### src/rtl/rom_dec_pkg.sv
// Shared types and constants for the ROM-driven down-stepper.
// DEC_ROM holds the predecessor of every code, including the wrap at zero.
package rom_dec_pkg;

    localparam int WIDTH = 4;
    localparam int DEPTH = 1 << WIDTH;

    localparam logic [WIDTH:0] REM_FULL = (WIDTH + 1)'(DEPTH);
    localparam logic [WIDTH:0] REM_ONE  = (WIDTH + 1)'(1);

    typedef enum logic [1:0] {
        IDLE = 2'd0,
        RUN  = 2'd1,
        DONE = 2'd2
    } state_t;

    typedef logic [DEPTH-1:0][WIDTH-1:0] rom_t;

    function automatic rom_t build_dec_rom();
        rom_t t;
        for (int i = 0; i < DEPTH; i++) begin
            if (i == 0) begin
                t[i] = WIDTH'(DEPTH - 1);
            end else begin
                t[i] = WIDTH'(i - 1);
            end
        end
        return t;
    endfunction

    localparam rom_t DEC_ROM = build_dec_rom();

endpackage

### src/rtl/rom_dec_lut.sv
// Combinational predecessor lookup; wrap flags the entry that came from code 0.
module rom_dec_lut
    import rom_dec_pkg::*;
(
    input  logic [WIDTH-1:0] addr,
    output logic [WIDTH-1:0] data,
    output logic             wrap
);

    assign data = DEC_ROM[addr];
    assign wrap = (addr == {WIDTH{1'b0}});

endmodule

### src/rtl/rom_decrementer_seq.sv
// Loads a seed and streams successive ROM predecessors over valid/ready,
// then pulses done for one cycle.
module rom_decrementer_seq
    import rom_dec_pkg::*;
(
    input  logic             clk,
    input  logic             rst_n,
    input  logic             start,
    input  logic [WIDTH-1:0] start_val,
    input  logic [WIDTH-1:0] steps,
    output logic [WIDTH-1:0] out_data,
    output logic             out_valid,
    input  logic             out_ready,
    output logic             out_wrap,
    output logic             busy,
    output logic             done
);

    state_t           state_r;
    logic [WIDTH:0]   rem_r;
    logic [WIDTH-1:0] lut_addr_s;
    logic [WIDTH-1:0] lut_data_s;
    logic             lut_wrap_s;
    logic             handshake_s;

    assign handshake_s = out_valid & out_ready;

    // One shared lookup: seed while idle, the value on the bus otherwise
    always_comb begin
        lut_addr_s = out_data;
        case (state_r)
            IDLE:    lut_addr_s = start_val;
            default: lut_addr_s = out_data;
        endcase
    end

    rom_dec_lut u_lut (
        .addr (lut_addr_s),
        .data (lut_data_s),
        .wrap (lut_wrap_s)
    );

    // Sequencer FSM owning the step counter and all output registers
    always_ff @(posedge clk) begin
        if (!rst_n) begin
            state_r   <= IDLE;
            rem_r     <= {(WIDTH + 1){1'b0}};
            out_data  <= {WIDTH{1'b0}};
            out_valid <= 1'b0;
            out_wrap  <= 1'b0;
            busy      <= 1'b0;
            done      <= 1'b0;
        end else begin
            case (state_r)
                IDLE: begin
                    done <= 1'b0;
                    if (start) begin
                        out_data  <= lut_data_s;
                        out_wrap  <= lut_wrap_s;
                        rem_r     <= (steps == {WIDTH{1'b0}}) ? REM_FULL : {1'b0, steps};
                        out_valid <= 1'b1;
                        busy      <= 1'b1;
                        state_r   <= RUN;
                    end else begin
                        busy      <= 1'b0;
                    end
                end
                RUN: begin
                    if (handshake_s) begin
                        if (rem_r > REM_ONE) begin
                            out_data <= lut_data_s;
                            out_wrap <= lut_wrap_s;
                            rem_r    <= rem_r - REM_ONE;
                        end else begin
                            out_valid <= 1'b0;
                            done      <= 1'b1;
                            state_r   <= DONE;
                        end
                    end else begin
                        out_valid <= 1'b1;
                    end
                end
                DONE: begin
                    done    <= 1'b0;
                    busy    <= 1'b0;
                    state_r <= IDLE;
                end
                default: begin
                    state_r   <= IDLE;
                    out_valid <= 1'b0;
                    busy      <= 1'b0;
                    done      <= 1'b0;
                end
            endcase
        end
    end

endmodule
### config.mk
export PLATFORM = sky130hd
export DESIGN_NAME = rom_decrementer_seq
export DESIGN_NICKNAME = d
export VERILOG_FILES = /design/src/rtl/rom_dec_pkg.sv /design/src/rtl/rom_dec_lut.sv /design/src/rtl/rom_decrementer_seq.sv
export SDC_FILE = /design/constraint.sdc
export NUM_CORES = 1
export LEC_CHECK = 0
export BUFFER_PORTS_ARGS = -buffer_cell sky130_fd_sc_hd__buf_2
export CORE_ASPECT_RATIO = 0.9
export CORE_MARGIN = 4
export CORE_UTILIZATION = 47
export CTS_CLUSTER_SIZE = 40
export DETAILED_ROUTE_END_ITERATION = 7
export PLACE_DENSITY = 0.69
export SLEW_MARGIN = 25
export SYNTH_ARGS = -nofsm -noshare
export SYNTH_HDL_FRONTEND = slang
export SYNTH_HIERARCHICAL = 1
export SYNTH_SLANG_ARGS = --single-unit
### constraint.sdc
create_clock -name clk -period 1.75 [get_ports clk]
set_clock_uncertainty 0.1 [all_clocks]
set_input_delay 0.35 -clock clk [delete_from_list [all_inputs] [get_ports clk]]
set_output_delay 0.35 -clock clk [all_outputs]
set_load 0.1 [all_outputs]
==> impl_results.md <==
- Crit path cell chain: nor2_4, mux2_2, inv_1, ha_1, nand2b_1, mux2i_1, nand2_1, mux2i_1
- Crit Path Category: reg2reg
- CTS Buf Count: 3
- Number of diodes: 0
- Sequential area share after synthesis: 0.328
- Die area: 2720 um2
- Wirelength per Cell: 14.4 um
- Clk Latency, worst-skew pair: 0.28 ns
- Reg2reg path depth: 8
- Final #Nets: 151
- FF-to-FF End: out_data[3]$_SDFFE_PN0P_
- Starting DRT DRC Count: 8
- DRC: 0
- RD Place Congestion: between 0.7 and 0.8
- Slew Viols, Final: 0
- Clock Root Buffer: clkbuf_4
- Post-place setup slack: 0.0412 ns
- Crit path max-delay family: multiplexers
- Crit path top cell by count: mux2i_1
- Status: finished, final reports clean
- CP Depth: 8
- Simple-gate share of the synthesized area: 0.283
- Post-synth cell types: 36
- Clock tree buffer depth: 2
- P&R area growth vs syn: 23.8%
- Worst setup margin: 0.0282 ns
- Port Buffer Count: 19
- Synth Area in XOR/XNOR: 0
- Fin crit share: 0.984
- VDD IR-drop max: 0.000735 V
- Net count after synthesis: 123
- Post-CTS Hold Buffers: 0
- Ys Warns: 6
- Crit end category: flop
- Max Cap Viol: 0
- Largest net degree at the start of global routing: 17
- Area leader, netlist: dfxtp_1
- Area share of the largest cell type after synthesis: 0.328
- Worst Setup SP: state_r[1]$_SDFFE_PN0P_
- CP arrival: between 1.5 and 2 ns
- Initial Util: 0.523
- CTS tree: done
- Routed wire length: 2.27 mm
- Hold Path Class: in2reg
- Mapped Cells: 107
- Setup TNS Final: 0 ns
- Clk sinks: 15
- Number of global-route vias before repair: 829
- Synth Area in Compound Gates: 0.135
- R2R Path Start: state_r[1]$_SDFFE_PN0P_
- Post-synth EDFFs: 0
- Largest cells by area after synthesis: dfxtp_1, mux2i_1, nand2_1
- Crit path buf inv count: 1
- Pwr Total: 979 uW
- Achievable Freq: 581 MHz
- Die Y: 49.9 um
- Post-synthesis mux area share: 0.137
- IO Pins: 20
- Total gr overflow: 0
- Crit path to: out_data[3]$_SDFFE_PN0P_
- Via count: 864
- Leak Pwr: 0.000524 uW
- Reg-to-reg setup timing slack: 0.03 ns
- Reg clk slew, reported paths: 0.09 ns
- Num rows: 14
- Post-synthesis adder-cell area fraction: 0.0546
- Req. time, crit path: 1.86 ns
- Hold_ws: 0.219 ns
- CTS HTree Levels: 1
- First-pass iteration count of the detailed router: 4
- Finished Layout Cells: 158
- Antenna Nets Post-Route: 0
- Mapped Area: 916 um2
- Die W: between 50 and 60 um
- Initial antenna violation count: 0
- Startpoint type of the worst setup path: flop
- FF+latch count, synth: 15
- First-pass GRT wire length: 3.60 mm
- CP max-delay cell: dfxtp_4
- Share of cells above drive strength 1: 0.351
- Core ar.: 1750 um2
- HPWL Detailed: 1.71 mm
- PD cells: 864 nW/um2
- Synth top cells by count: dfxtp_1, nand2_1, inv_1, mux2i_1
- Final min period: 1.72 ns
- CP max stage delay: 0.37 ns
- Final Hold Fails: 0
- Max FO, Critical Path: 5
- GRT Util Overall: 0.177
- Ys flop type: dfxtp_1
- Largest family of logic cells by synthesized area: simple AND/OR/NAND/NOR gates
- Worst-margin pin slew: ~0.5 ns
- Placed cells: about 150
- Max_slew headroom: 0.674
- Async SR Flop Fraction: 0
- Vias per inst: 5.47
- Unrepaired setup endpoints after global routing: yes
- Syn Area/Cell: 8.56 um2
- Count of final setup violators: 0
per-layer routing:
| metal | GRT usage | vias up | wire [um] |
|---|---|---|---|
| met2 | 0.285 | 21 | 1060 |
| met1 | 0.228 | 405 | 1090 |
| li1 | - | 434 | - |
| met4 | 0.0373 | 0 | 33 |
| met5 | 0 | - | 0 |
| met3 | 0.0542 | 4 | 82 |
where the power goes:
part           switching (uW)  internal [uW]  leakage, uW
clock network             111           88.4    0.0000150
registers                31.0            372     0.000126
logic                     254            123     0.000383
total                     396            583     0.000524
sequential cells by signal (all words and copies together) (netlist names):
register	flops
out_data	4
out_wrap	1
state_r	2
out_valid	1
busy	1
rem_r	5
done	1
logic make-up after synthesis:
family          Yosys count
simple gates             46
compound gates           17
flops                    15
buf+inv                  13
mux                      12
fa+ha+maj                 4
layout make-up:
type	instances	area, um2
well taps	24	30.0
flip-flops and latches	15	312
multi-input cells	79	581
clock buffers	4	26.3
inverters	10	37.5
repair buffers	26	148
fillers	152	618
worst min-delay path by stage:
stage	from	to	slack (ns)	cells past startpoint
after floorplan	rem_r[1]$_SDFFE_PN0P_	rem_r[1]$_SDFFE_PN0P_	0.38	2
after global placement	out_wrap$_SDFFE_PN0P_	out_wrap$_SDFFE_PN0P_	0.34	2
after detailed placement	busy$_SDFFE_PN0N_	busy$_SDFFE_PN0N_	0.35	2
after CTS	steps[0]	rem_r[4]$_SDFFE_PN0P_	0.21	2
after global routing	steps[0]	rem_r[4]$_SDFFE_PN0P_	0.22	2
final	steps[0]	rem_r[4]$_SDFFE_PN0P_	0.22	2
through the flow:
stage               utilization  cell area, um2
CTS                       0.626            1100
finish                    0.647            1130
detailed placement        0.611            1070
global placement          0.611            1070
floorplan                     -             927
global route              0.647            1130
what timing repair did:
action,4_1_cts,5_1_grt
buffers inserted,0,2
endpoints found under the setup margin,0,5
gates resized for setup,0,7
cells in the final DEF (no fill, tap or decap), types with 2 or more instances in the layout:
cell type   n
mux2i_1     8
mux2_2      3
buf_4       7
clkbuf_4    3
o211ai_1    2
a21oi_1     5
a21oi_4     2
nor3_1      2
nand4_1     4
o21ai_0     2
nor2_1      5
nand2_1    15
nand2b_1    2
dfxtp_1     8
buf_2      19
ha_1        4
nor2b_1     2
nand3_1     4
dfxtp_2     6
inv_1      10
nor4_1      2
Power figures use the tool's default switching activity.
